===== src/rtl/vol_step_gen.sv =====
// Front end for the volume register: synchronizes and debounces the encoder and
// button pins, decodes quadrature and button auto-repeat into one-clock step pulses.
module vol_step_gen #(
  parameter int DEB_CYC        = 50_000,
  parameter int TRANS_PER_STEP = 4,
  parameter int RPT_DLY        = 25_000_000,
  parameter int RPT_PER        = 5_000_000
) (
  input  logic clk,
  input  logic rst_n,
  input  logic enc_a,
  input  logic enc_b,
  input  logic btn_up_n,
  input  logic btn_dwn_n,
  output logic step_up,
  output logic step_dwn,
  output logic enc_err
);

  localparam int DCW  = (DEB_CYC > 1) ? $clog2(DEB_CYC) : 1;
  localparam int RMAX = (RPT_DLY > RPT_PER) ? RPT_DLY : RPT_PER;
  localparam int RCW  = (RMAX > 1) ? $clog2(RMAX) : 1;
  localparam int QW   = $clog2(TRANS_PER_STEP + 1) + 1;
  localparam logic signed [QW-1:0] QTOP = QW'(TRANS_PER_STEP);
  localparam logic signed [QW-1:0] QONE = QW'(1);

  // Pin vector: [0]=enc_a [1]=enc_b [2]=btn_up_n [3]=btn_dwn_n
  logic [3:0]           pin;
  logic [3:0]           sync1_q, sync2_q;
  logic [3:0]           deb_q, deb_d, prev_q;
  logic [DCW-1:0]       dcnt_q [4];
  logic [DCW-1:0]       dcnt_d [4];
  logic [1:0]           dph;
  logic signed [QW-1:0] q_q, q_d, q_inc, q_dec;
  logic                 enc_up, enc_dwn, enc_bad;
  logic [RCW-1:0]       rcnt_q [2];
  logic [RCW-1:0]       rcnt_d [2];
  logic [1:0]           act_q, act_d, btn_req;
  logic                 both_held;
  logic                 up_req, dwn_req;
  logic                 step_up_q, step_dwn_q, enc_err_q;

  // Position of {A,B} along the clockwise cycle 11 -> 01 -> 00 -> 10.
  function automatic logic [1:0] quad_phase(input logic a, input logic b);
    return {~b, a ^ b};
  endfunction

  assign pin = {btn_dwn_n, btn_up_n, enc_b, enc_a};

  always_comb begin
    deb_d = deb_q;
    for (int i = 0; i < 4; i++) begin
      dcnt_d[i] = '0;
      if (sync2_q[i] != deb_q[i]) begin
        if (dcnt_q[i] == DCW'(DEB_CYC - 1)) deb_d[i] = sync2_q[i];
        else                               dcnt_d[i] = dcnt_q[i] + DCW'(1);
      end
    end
  end

  // Phase difference mod 4: 1 = CW, 3 = CCW, 2 = both bits flipped.
  assign dph   = quad_phase(deb_q[0], deb_q[1]) - quad_phase(prev_q[0], prev_q[1]);
  assign q_inc = q_q + QONE;
  assign q_dec = q_q - QONE;

  always_comb begin
    q_d     = q_q;
    enc_up  = 1'b0;
    enc_dwn = 1'b0;
    enc_bad = 1'b0;
    case (dph)
      2'd1: begin
        if (q_inc == QTOP) begin enc_up = 1'b1; q_d = '0; end
        else q_d = q_inc;
      end
      2'd3: begin
        if (q_dec == -QTOP) begin enc_dwn = 1'b1; q_d = '0; end
        else q_d = q_dec;
      end
      2'd2: begin
        enc_bad = 1'b1;
        q_d     = '0;
      end
      default: ;
    endcase
  end

  // A button only arms on its own debounced press edge while the other is released.
  assign both_held = ~deb_q[2] & ~deb_q[3];

  always_comb begin
    for (int i = 0; i < 2; i++) begin
      act_d[i]   = act_q[i];
      rcnt_d[i]  = rcnt_q[i];
      btn_req[i] = 1'b0;
      if (deb_q[2+i] || both_held) begin
        act_d[i]  = 1'b0;
        rcnt_d[i] = '0;
      end else if (prev_q[2+i]) begin
        btn_req[i] = 1'b1;
        act_d[i]   = 1'b1;
        rcnt_d[i]  = RCW'(RPT_DLY - 1);
      end else if (act_q[i]) begin
        if (rcnt_q[i] == '0) begin
          btn_req[i] = 1'b1;
          rcnt_d[i]  = RCW'(RPT_PER - 1);
        end else begin
          rcnt_d[i] = rcnt_q[i] - RCW'(1);
        end
      end
    end
  end

  assign up_req  = enc_up  | btn_req[0];
  assign dwn_req = enc_dwn | btn_req[1];

  always_ff @(posedge clk or negedge rst_n) begin
    if (!rst_n) begin
      sync1_q    <= '1;
      sync2_q    <= '1;
      deb_q      <= '1;
      prev_q     <= '1;
      q_q        <= '0;
      act_q      <= '0;
      step_up_q  <= 1'b0;
      step_dwn_q <= 1'b0;
      enc_err_q  <= 1'b0;
      for (int i = 0; i < 4; i++) dcnt_q[i] <= '0;
      for (int i = 0; i < 2; i++) rcnt_q[i] <= '0;
    end else begin
      sync1_q    <= pin;
      sync2_q    <= sync1_q;
      deb_q      <= deb_d;
      prev_q     <= deb_q;
      q_q        <= q_d;
      act_q      <= act_d;
      step_up_q  <= up_req & ~dwn_req;
      step_dwn_q <= dwn_req & ~up_req;
      enc_err_q  <= enc_bad;
      for (int i = 0; i < 4; i++) dcnt_q[i] <= dcnt_d[i];
      for (int i = 0; i < 2; i++) rcnt_q[i] <= rcnt_d[i];
    end
  end

  assign step_up  = step_up_q;
  assign step_dwn = step_dwn_q;
  assign enc_err  = enc_err_q;

endmodule

===== config.mk =====
export PLATFORM = sky130hd
export DESIGN_NAME = vol_step_gen
export DESIGN_NICKNAME = d
export VERILOG_FILES = /design/src/rtl/vol_step_gen.sv
export SDC_FILE = /design/constraint.sdc
export NUM_CORES = 1
export LEC_CHECK = 0
export ABC_AREA = 0
export CAP_MARGIN = 20
export CORE_MARGIN = 2
export CORE_UTILIZATION = 45
export DETAILED_ROUTE_END_ITERATION = 6
export PLACE_DENSITY_LB_ADDON = 0.3
export SYNTH_ARGS = -nofsm -noshare
export SYNTH_HDL_FRONTEND = slang
export SYNTH_SLANG_ARGS = --single-unit

===== constraint.sdc =====
create_clock -name clk -period 5.55 [get_ports clk]
set_clock_uncertainty 0.15 [all_clocks]
set_input_delay 0.555 -clock clk [delete_from_list [all_inputs] [get_ports clk]]
set_output_delay 0.555 -clock clk [all_outputs]
set_load 0.005 [all_outputs]

======== Word-level counts from Yosys, hierarchy flattened ========
Cells that the tools add are included.
storage, ports and cells
  flip-flop bits (word level) ............. 139
  output and inout bits ................... 3
  input bits .............................. 6
cells by class
  reduce and logical (&&, ||, !) cells .... 13
  $add $sub $neg .......................... 9
  bitwise logic cells ..................... 13
  equal/unequal tests ..................... 13
  mux-type cells .......................... 36
operators with widths
  cell                                                                   number
  25-bit 2-to-1 mux                                                      8
  16-bit 2-to-1 mux                                                      8
  16-bit by 1-bit adder with 16-bit output, second input constant        4
  16-bit equality test, second input constant                            4
  25-bit logical NOT                                                     2
  25-bit by 1-bit subtractor with 25-bit output, second input constant   2
  1-bit 2-to-1 mux                                                       17
  4-bit one-hot mux with 3 select lines                                  1
  3-bit nonzero test                                                     3
  4-bit 2-to-1 mux                                                       2
  2-bit AND reduction                                                    4
  1-bit NOT                                                              6
  4-bit by 2-bit adder with 4-bit output, second input constant          1
  2-bit equality test, second input constant                             2
  4-bit by 3-bit equality test with 1-bit output, second input constant  1
  4-bit equality test, second input constant                             1
  1-bit inequality test                                                  4
  2-bit nonzero test                                                     2
  4-bit by 2-bit subtractor with 4-bit output, second input constant     1
  1-bit AND                                                              3
  2-bit by 1-bit equality test with 1-bit output, second input constant  1
  1-bit logical OR                                                       2
  1-bit bitwise OR                                                       2
  2-bit subtractor                                                       1
  1-bit XOR                                                              2

======== Logic depth before layout (Yosys ltp) ========
Gate-level depths: netlist of the first run.
  depth in word-level cells ............... 8
  depth in mapped cells ................... 8

======== Worst setup path before layout of the first run ========
Ideal clock, no wire load.
  kind .................................... register -> register
  from .................................... reg rcnt_q[30] (netlist bit)
  to ...................................... reg rcnt_q[45] (netlist bit)
  setup slack ............................. 2.836 ns
  path buffers ............................ 2
  required time ........................... 5.274 ns
  arrival time ............................ 2.439 ns
  stages on the path, launching flop included .. 8
  period minus slack after synthesis ...... 2.714 ns
  cell sequence ........................... dfrtp_1 -> or4_1 -> buf_2 -> or3_1 -> buf_2 -> or3_1 -> or4_1 -> o311a_1
on the way
  word-level cells in the longest chain between the ends .. 5
  elaborated cells on any way between the ends .. 6
ends and longest elaborated chain
  item                                                                                        RTL line  RTL
  from (decl)                                                                                 36        logic [RCW-1:0] rcnt_q [2];
  25-bit by 1-bit subtractor with 25-bit output / 25-bit logical NOT (equally long branches)  108, 104
  25-bit 2-to-1 mux *                                                                         104       if (rcnt_q[i] == '0) begin
  25-bit 2-to-1 mux *                                                                         103       end else if (act_q[i]) begin
  25-bit 2-to-1 mux *                                                                         99        end else if (prev_q[2+i]) begin
  25-bit 2-to-1 mux *                                                                         96        if (deb_q[2+i] || both_held) begin
Mark *: on every way between the ends. The rest lies on a longest branch, timed or not. The select of a mux whose other input is x is not followed.
A chain may end at the register's enable or synchronous reset.

======== Worst setup path in the final report of the first run ========
  from .................................... reg rcnt_q[30] (netlist bit)
  to ...................................... reg rcnt_q[41] (netlist bit)
The elaborated chain is that of the path after synthesis.

==> results of run 1 <==
[critical path: stages, from the launching register on]
cell	delay [ns]
dfrtp_1	0.39
or4_1	0.64
or3_1	0.60
or4_4	0.58
or3_1	0.37
a31oi_1	0.17
[layout by cell type, fill, tap and decap left out, types with 4 or more instances in the layout]
cell type        count
xnor2_1             60
clkdlybuf4s50_1      7
nor3_1              40
nor2_1             111
mux2_2               4
nand2b_1             5
dfrtp_1            123
or3_1               15
or2_2                4
clkbuf_16           17
dfstp_2             16
or4_1               13
nand3_1             39
inv_1               18
a21oi_1             18
nand2_1             37
o21ai_0             33
a211oi_1             4
nor2b_1              6
ha_1                10
and4_1               5
clkinvlp_4           4
nand4_1             13
and3_1              15
nor4b_1              5
nor4_1              17
xor2_1              33
[logic make-up after synthesis]
group	synth area share, %
adder cells (fa/ha/maj)	1.82
flip-flops	50.8
AO/OA/AOI/OAI	7.68
XOR/XNOR	11.8
buffers and inverters	2.43
AND/OR/NAND/NOR	24.5
multiplexers	0.944
[synth_stat cells, types with 2 or more instances]
library cell  instances
o22ai_1               2
xor2_1               33
o211ai_1              3
a311oi_1              3
nand3b_1              2
or3_1                15
nand4_1              13
nor4bb_1              2
nand2b_1              5
mux2_2                4
clkbuf_1             24
a211oi_1              4
nand3_1              39
o21ai_0              33
nor3b_1               2
o211a_1               2
ha_1                 10
o21a_1                3
o311ai_0              3
a31oi_1               3
and3_1               15
nor3_1               40
buf_2                 2
xnor2_1              60
inv_1                18
nor2_1              111
nor4_1               17
a21oi_1              18
o31a_1                2
dfstp_2              16
nor4b_1               5
nor2b_1               6
or2_2                 4
dfrtp_1             123
or4_1                13
mux2i_1               2
and4_1                5
nand2_1              37
[through the flow]
step / instances / utilization, % / instance area (sq um) / setup WS (ns)
after floorplan: 712 / - / 6890 / 2.84
final: 917 / 51.2 / 7720 / 2.55
after detailed placement: 885 / 47.2 / 7130 / 2.58
after global routing: 917 / 51.2 / 7720 / 2.42
after CTS: 917 / 51.2 / 7720 / 2.56
after global placement: 885 / 47.2 / 7130 / 2.62
[worst min-delay path by stage]
stage | end | slack [ns]
after floorplan | act_q[0]$_DFFE_PN0P_ | 0.11
after global placement | sync2_q[3]$_DFF_PN1_ | 0.20
after detailed placement | sync2_q[0]$_DFF_PN1_ | 0.20
after CTS | q_q[3]$_DFFE_PN0P_ | 0.15
after global routing | q_q[3]$_DFFE_PN0P_ | 0.18
final | q_q[3]$_DFFE_PN0P_ | 0.09
[cell type report]
cell class	instances	area, sq um
clock buffers	17	425
clock inverters	15	166
multi-input cells	529	3220
well taps	188	235
repair buffers	11	104
flip-flops and latches	139	3500
inverters	18	67.6
fillers	1372	7370
[flip-flops by register name (all words and copies together), names as in the netlist]
signal    count
act_q         2
dcnt_q       64
deb_q         4
enc_err       1
prev_q        4
q_q           4
rcnt_q       50
step_dwn      1
step_up       1
sync1_q       4
sync2_q       4
[report_power, final]
part           leakage (nW)  internal (W)  switching, W   total, W
logic                  1.26     0.0000111     0.0000310  0.0000422
registers              1.88       0.00103    0.00000691    0.00103
clock network         0.280      0.000669      0.000452    0.00112
[layer usage]
metal | part of all wire, % | vias up
met4 | 1.2 | 0
li1 | - | 2509
met2 | 47 | 108
met3 | 4.6 | 15
met5 | 0 | -
met1 | 47 | 2475
==> flow_metrics.env, run 1 <==
export IMPL_fmax_ghz=0.333
export IMPL_root_buffer="clkbuf_16"
export IMPL_fin_crit_sh_pct=54.1
export IMPL_finalPower_w=0.00220
export IMPL_met3_usage_pct=4.80
export IMPL_fp_dieArea_sq_um=16300
export IMPL_cp_max_fo=15
export IMPL_synth_area_per_cell_sq_um=9.68
export IMPL_synth_edf_count=0
export IMPL_irDropWorstVdd_uv=328
export IMPL_timing_rr_start="rcnt_q[30]$_DFFE_PN0P_"
export IMPL_cts_tree="built"
export IMPL_dieHeight_microns=128
export IMPL_die_width_microns=128
export IMPL_ys_ff_latch=139
export IMPL_numPortBuffers=8
export IMPL_tns_ns=0
export IMPL_drc=0
export IMPL_cts_setup_buffers=0
export IMPL_io_pins=9
export IMPL_path_class="reg -> reg"
export IMPL_worstMarginPinSlew_ns=0.973
export IMPL_reg2reg_depth=5
export IMPL_ys_seq_area_share_pct=50.8
export IMPL_use_met1_pct=23.8
export IMPL_async_flop_share_pct=100
export IMPL_maxCapViolCount=0
export IMPL_power_density_nw_per_um2=284
export IMPL_whs_ns=0.0938
export IMPL_status="completed"
export IMPL_yosys_area_top_type="dfrtp_1"
export IMPL_cts_repair_resized=0
export IMPL_routed_via_density=5.57
export IMPL_finalSetupViolCount=0
export IMPL_clock_sinks=139
export IMPL_finalMaxSlewViolations=0
export IMPL_synth_fp_nets=728
export IMPL_gr_max_usage_layer="met2"
export IMPL_relSlewSlack_pct=34.7
export IMPL_syn2layout_area_growth_pct=12.1
export IMPL_clk_path_buf_depth=2
export IMPL_htreeDepth=4
export IMPL_layout_nets=732
export IMPL_r2r_setup_slack_ns=2.55
export IMPL_synth_warnings=0
export IMPL_wire_per_inst_microns=14.7
export IMPL_core_area_sq_um=15100
export IMPL_period_needed_ns=3.00
export IMPL_ys_types=51
export IMPL_endpoint_kind="flop"
export IMPL_synthTopCellsByArea="dfrtp_1, xnor2_1, dfstp_2"
export IMPL_postSynthCellCount=712
export IMPL_initial_core_util_pct=45.7
export IMPL_crit_end="rcnt_q[41]$_DFFE_PN0P_"
export IMPL_grt_max_degree=110
export IMPL_synth_top_cell_area_share_pct=44.7
export IMPL_antenna_cells=0
export IMPL_hold_viol_final=0
export IMPL_power_leakage_nw=3.41
export IMPL_reg2reg_to="rcnt_q[41]$_DFFE_PN0P_"
export IMPL_worstPathArrival_ns=3.18
export IMPL_place_congestion=0.894
export IMPL_first_pass_iters=5
export IMPL_vias=5107
export IMPL_rows=45
export IMPL_grt_pass1_vias=5023
export IMPL_cts_buffers_inserted=17
export IMPL_drive_above_1_share_pct=8.78
export IMPL_hold_class="in -> async"
export IMPL_cp_required_ns=5.72
export IMPL_rsz0062_at_grt="no"
export IMPL_startpoint="rcnt_q[30]$_DFFE_PN0P_"
export IMPL_antenna_found_initial=0
export IMPL_postRouteAntennaNets=0
export IMPL_start_kind="flop"
export IMPL_wl_microns=13400
export IMPL_cts_hold_buf=0
export IMPL_use_met2_pct=28.0
export IMPL_synth_cell_area_sq_um=6890
export IMPL_path_clk_slew_ns=0.06
export IMPL_synth_main_ff_cell="dfrtp_1"
export IMPL_drt_initial_drc_count=432
export IMPL_hpwlAfterDp_microns=8910
export IMPL_grt_pass1_wl_microns=23600
export IMPL_overflow=0
export IMPL_worstSkewPairLatency_ns=0.42
export IMPL_track_usage_pct=17.7
(Power assumes the default switching activity.)
==> run 2: changes to the inputs <==
==> constraint.sdc (replaced) <==
create_clock -name clk -period 3 [get_ports clk]
set_clock_uncertainty 0.15 [all_clocks]
set_input_delay 0.3 -clock clk [delete_from_list [all_inputs] [get_ports clk]]
set_output_delay 0.3 -clock clk [all_outputs]
set_load 0.005 [all_outputs]
==> run 2 against run 1 <==
Net effect:
- sequential cell count did not move
- first-iteration DRC count fell by 26%
- critical path type unchanged
- register-to-register slack got worse by 2.3 ns
==> flow_metrics.env, run 2 (synthesis gave the netlist of run 1 again) <==
export IMPL_finish_utilization_pct=51.6
export IMPL_timing_rr_start="rcnt_q[42]$_DFFE_PN0P_"
export IMPL_root_buffer="clkbuf_16"
export IMPL_pre_cts_slack_ns=0.260
export IMPL_whs_ns=0.133
export IMPL_routed_via_density=5.68
export IMPL_hold_viol_final=0
export IMPL_largest_reg_flops=64
export IMPL_p_seq_share_pct=47.1
export IMPL_power_frac_clock_pct=50.8
export IMPL_path_class="reg -> reg"
export IMPL_grt_pass1_wl_microns=23800
export IMPL_finalSetupViolCount=0
export IMPL_setup_ws_ns=0.209
export IMPL_power_density_nw_per_um2=520
export IMPL_worstMarginPinSlew_ns=0.939
export IMPL_hold_path_startpoint="enc_b"
export IMPL_fmax_ghz=0.358
export IMPL_path_clk_slew_ns=0.06
export IMPL_wl_microns=13800
export IMPL_maxCapViolCount=0
export IMPL_layout_nets=742
export IMPL_vias=5267
export IMPL_tns_ns=0
export IMPL_design_area_sq_um=7790
export IMPL_dieHeight_microns=128
export IMPL_power_leakage_nw=3.46
export IMPL_place_congestion=0.903
export IMPL_hold_class="in -> reg"
export IMPL_grt_max_degree=87
export IMPL_cpMaxStageDelayCell="or4_1"
export IMPL_first_pass_iters=4
export IMPL_startpoint="rcnt_q[42]$_DFFE_PN0P_"
export IMPL_rsz0062_at_grt="no"
export IMPL_cpPeakStageDelay_ns=0.60
export IMPL_htreeDepth=4
export IMPL_antenna_found_initial=0
export IMPL_period_needed_ns=2.79
export IMPL_io_pins=9
export IMPL_power_switching_w=0.000883
export IMPL_endpoint_kind="flop"
export IMPL_initial_core_util_pct=45.7
export IMPL_die_width_microns=128
export IMPL_crit_chain="or4_1 -> or4_1 -> nor3_1 -> buf_4 -> o21ai_0 -> a31o_2"
export IMPL_hpwlAfterDp_microns=9290
export IMPL_cp_required_ns=3.16
export IMPL_drive_above_1_share_pct=9.74
export IMPL_fin_crit_sh_pct=93.0
export IMPL_cts_repair_resized=0
export IMPL_start_kind="flop"
export IMPL_core_area_sq_um=15100
export IMPL_nFillCells=1335
export IMPL_crit_top_cell="or4_1"
export IMPL_placed_area_sq_um=7200
export IMPL_status="completed"
export IMPL_finalMaxSlewViolations=0
export IMPL_grt_pass1_vias=5092
export IMPL_relSlewSlack_pct=36.9
export IMPL_rows=45
export IMPL_p_int_w=0.00317
export IMPL_fp_dieArea_sq_um=16300
export IMPL_numPortBuffers=8
export IMPL_final_common_cell="dfrtp_1"
export IMPL_drt_initial_drc_count=321
export IMPL_combPwrFrac_pct=2.0
export IMPL_postRouteAntennaNets=0
export IMPL_final_cell_mix="dfrtp_1, nor2_1, xnor2_1"
export IMPL_cts_tree="built"
export IMPL_irDropWorstVdd_uv=591
export IMPL_clock_sinks=139
export IMPL_track_usage_pct=18.1
export IMPL_drc=0
export IMPL_antenna_cells=0
export IMPL_cp_max_fo=7
export IMPL_regMostFlops="dcnt_q"
export IMPL_reg_top3="dcnt_q x64, rcnt_q x50"
export IMPL_wire_per_inst_microns=14.9
export IMPL_cts_buffers_inserted=17
export IMPL_overflow=0
export IMPL_syn2layout_area_growth_pct=13.1
export IMPL_worstPathArrival_ns=2.95
export IMPL_p_sw_share_pct=21.8
export IMPL_worstSkewPairLatency_ns=0.42
export IMPL_clk_path_buf_depth=2
run 2: worst max-delay path, delay by kind of cell (launching register included):
family                 cells  cell delay, ns
flip-flops                 1            0.43
AO/OA/AOI/OAI              2            0.34
AND/OR/NAND/NOR            3            1.55
buffers and inverters      1            0.20
run 2: layout make-up:
class	instances	area, sq um	share of cell area [%]
sequential	139	3500	44.9
multi-input combinational	529	3220	41.4
clock buffer	19	443	5.68
tap	188	235	3.02
timing repair buffer	21	181	2.33
clock inverter	13	143	1.83
inverter	18	67.6	0.867
run 2: repair_timing:
item                                   in CTS  in global routing
hold buffers                                1                  0
endpoints found under the hold margin      69                  0
buffers inserted                            0                  0
run 2: metal layers:
layer	part of all wire (%)	GRT usage (%)	wire, microns
met3	3.8	3.96	521
met1	47	24.7	6520
met4	1.6	7.63	215
met2	47	28.1	6520
met5	0	0	0
run 2: path summary, 6_finish.rpt:
kind	to	slack (ns)	cells past startpoint
setup / recovery	rcnt_q[46]$_DFFE_PN0P_	0.21	6
setup reg to reg	rcnt_q[46]$_DFFE_PN0P_	0.21	6
max in group asynchronous	prev_q[2]$_DFF_PN1_	1.50	3
hold / removal	sync1_q[1]$_DFF_PN1_	0.13	1
min in group asynchronous	rcnt_q[14]$_DFFE_PN0P_	0.35	2
hold reg to reg	sync2_q[0]$_DFF_PN1_	0.20	0
run 2: metrics by stage:
stage | total power, W | std cells
after floorplan | 0.00197 | 712
after global placement | 0.00203 | 894
after detailed placement | 0.00203 | 894
after CTS | 0.00412 | 927
after global routing | 0.00422 | 927
final | 0.00406 | 927
run 2: power groups by stage:
stage	sequential, W	combinational, W	clock, W
2_1_floorplan	0.00194	0.0000302	0
3_3_place_gp	0.00194	0.0000823	0
3_5_place_dp	0.00194	0.0000854	0
4_1_cts	0.00191	0.0000869	0.00212
5_1_grt	0.00191	0.0000969	0.00221
6_report	0.00191	0.0000825	0.00206
==> run 3: changes to the inputs <==
--- a/config.mk
+++ b/config.mk
@@ -7,7 +7,7 @@
 export LEC_CHECK = 0
 export ABC_AREA = 0
 export CAP_MARGIN = 20
-export CORE_MARGIN = 2
+export CORE_MARGIN = 4
 export CORE_UTILIZATION = 45
 export DETAILED_ROUTE_END_ITERATION = 6
 export PLACE_DENSITY_LB_ADDON = 0.3
==> run 3 against run 2 <==
Net effect:
- combinational power grew 1%
- sequential cell count is the same
- die area grew 6.4%
- critical endpoint is now rcnt_q[45]$_DFFE_PN0P_
- cell area shrank 0.43%
- non-clock buffer count shrank 1
- largest power group unchanged
==> flow_metrics.env, run 3 (synthesis gave the netlist of run 1 again) <==
export IMPL_crit_chain="or4_1 -> or3_1 -> or3_1 -> or4_1 -> o311a_1"
export IMPL_worstMarginPinSlew_ns=1.04
export IMPL_met3_usage_pct=5.08
export IMPL_drt_initial_drc_count=483
export IMPL_power_leakage_nw=3.43
export IMPL_largest_reg_flops=64
export IMPL_hold_class="in -> reg"
export IMPL_numPortBuffers=8
export IMPL_use_met1_pct=22.2
export IMPL_layout_nets=741
export IMPL_cts_tree="built"
export IMPL_fp_dieArea_sq_um=17400
export IMPL_htreeDepth=4
export IMPL_routed_via_density=5.56
export IMPL_use_met2_pct=25.8
export IMPL_hold_end="sync1_q[2]$_DFF_PN1_"
export IMPL_tns_ns=0
export IMPL_period_needed_ns=2.74
export IMPL_path_clk_slew_ns=0.06
export IMPL_track_usage_pct=16.5
export IMPL_finalSetupViolCount=0
export IMPL_overflow=0
export IMPL_grt_pass1_vias=5133
export IMPL_timing_rr_start="rcnt_q[30]$_DFFE_PN0P_"
export IMPL_hpwlAfterDp_microns=8940
export IMPL_vias=5128
export IMPL_maxCapViolCount=0
export IMPL_cp_max_fo=7
export IMPL_initial_core_util_pct=46.7
export IMPL_drc=0
export IMPL_cts_buffers_inserted=17
export IMPL_worstSkewPairLatency_ns=0.43
export IMPL_fin_crit_sh_pct=91.2
export IMPL_rsz0062_at_grt="no"
export IMPL_r2r_setup_slack_ns=0.26
export IMPL_place_congestion=0.898
export IMPL_hold_path_startpoint="btn_up_n"
export IMPL_worstPathArrival_ns=2.90
export IMPL_design_area_sq_um=7760
export IMPL_root_buffer="clkbuf_16"
export IMPL_first_pass_iters=5
export IMPL_dieHeight_microns=132
export IMPL_clock_sinks=139
export IMPL_status="completed"
export IMPL_hold_viol_final=0
export IMPL_gr_max_usage_layer="met2"
export IMPL_final_cell_mix="dfrtp_1, nor2_1, xnor2_1"
export IMPL_syn2layout_area_growth_pct=12.6
export IMPL_final_common_cell="dfrtp_1"
export IMPL_start_kind="flop"
export IMPL_reg_top3="dcnt_q x64, rcnt_q x50"
export IMPL_cpPeakStageDelay_ns=0.63
export IMPL_endpoint_kind="flop"
export IMPL_path_class="reg -> reg"
export IMPL_rows=44
export IMPL_io_pins=9
export IMPL_irDropWorstVdd_uv=449
export IMPL_relSlewSlack_pct=30.4
export IMPL_regMostFlops="dcnt_q"
export IMPL_grt_max_degree=72
export IMPL_cp_required_ns=3.16
export IMPL_finalMaxSlewViolations=0
export IMPL_drive_above_1_share_pct=9.62
export IMPL_antenna_cells=0
export IMPL_antenna_found_initial=0
export IMPL_cpMaxStageDelayCell="or4_1"
export IMPL_die_width_microns=132
export IMPL_fmax_ghz=0.365
export IMPL_wl_microns=13500
export IMPL_finalPower_w=0.00398
export IMPL_reg2reg_to="rcnt_q[45]$_DFFE_PN0P_"
export IMPL_grt_pass1_wl_microns=24000
export IMPL_reg2reg_depth=5
export IMPL_power_density_nw_per_um2=514
export IMPL_clk_path_buf_depth=2
export IMPL_cts_setup_buffers=0
export IMPL_holdPathStages=1
export IMPL_core_area_sq_um=14800
export IMPL_postRouteAntennaNets=0
export IMPL_placed_area_sq_um=7180
export IMPL_wire_per_inst_microns=14.6
-- run 3: cell types whose count changed in the layout (fill, tap and decap cells not counted) --
cell / previous run / this run
buf_4: 12 / 11
bufinv_16: 2 / 1
clkinv_2: 3 / 2
clkinvlp_4: 2 / 5
inv_6: 3 / 2
-- run 3: repair_timing --
action / CTS / global route
setup endpoints to repair: 0 / 0
resized for setup: 0 / 0
hold endpoints to repair: 51 / 0
hold buffers: 1 / 0
-- run 3: final cells by class --
cell class / instances / area (sq um)
clock buffer: 19 / 443
inverter: 18 / 67.6
tap: 184 / 230
fill: 1295 / 7000
clock inverter: 13 / 121
multi-input combinational: 529 / 3220
timing repair buffer: 20 / 174
sequential: 139 / 3500
-- run 3: metal layers --
| layer | routed length (microns) | share of wire [%] |
|---|---|---|
| met1 | 6350 | 47 |
| met2 | 6350 | 47 |
| met3 | 583 | 4.3 |
| met4 | 182 | 1.4 |
| met5 | 0 | 0 |
-- run 3: stage by stage --
stage                     hold slack, ns  utilization [%]  instances  setup slack, ns
after floorplan                   -0.146                -        712            0.286
after global placement             0.195             48.7        889            0.325
after detailed placement           0.197             48.7        889            0.273
after CTS                          0.116             52.6        922            0.268
after global routing               0.116             52.6        922           0.0930
final                              0.132             52.6        922            0.263
-- run 3: worst max-delay path, delay by kind of cell, from the launching register on --
family,cells,cell delay (ns)
AO/OA/AOI/OAI,1,0.13
AND/OR/NAND/NOR,4,1.94
flip-flops,1,0.40
-- run 3: worst max-delay path by stage --
stage,startpoint,end,slack (ns),cells after the start
after floorplan,rcnt_q[30]$_DFFE_PN0P_,rcnt_q[45]$_DFFE_PN0P_,0.29,7
after global placement,rcnt_q[30]$_DFFE_PN0P_,rcnt_q[45]$_DFFE_PN0P_,0.33,5
after detailed placement,rcnt_q[30]$_DFFE_PN0P_,rcnt_q[45]$_DFFE_PN0P_,0.27,5
after CTS,rcnt_q[30]$_DFFE_PN0P_,rcnt_q[45]$_DFFE_PN0P_,0.27,5
after global routing,rcnt_q[0]$_DFFE_PN0P_,rcnt_q[14]$_DFFE_PN0P_,0.09,8
final,rcnt_q[30]$_DFFE_PN0P_,rcnt_q[45]$_DFFE_PN0P_,0.26,5
-- run 3: report_power, final --
group / switching (W) / internal, W / total [W] / leakage (nW)
logic: 0.0000594 / 0.0000240 / 0.0000834 / 1.30
registers: 0.0000124 / 0.00190 / 0.00191 / 1.88
clock network: 0.000825 / 0.00116 / 0.00199 / 0.262
total: 0.000897 / 0.00309 / 0.00398 / 3.43
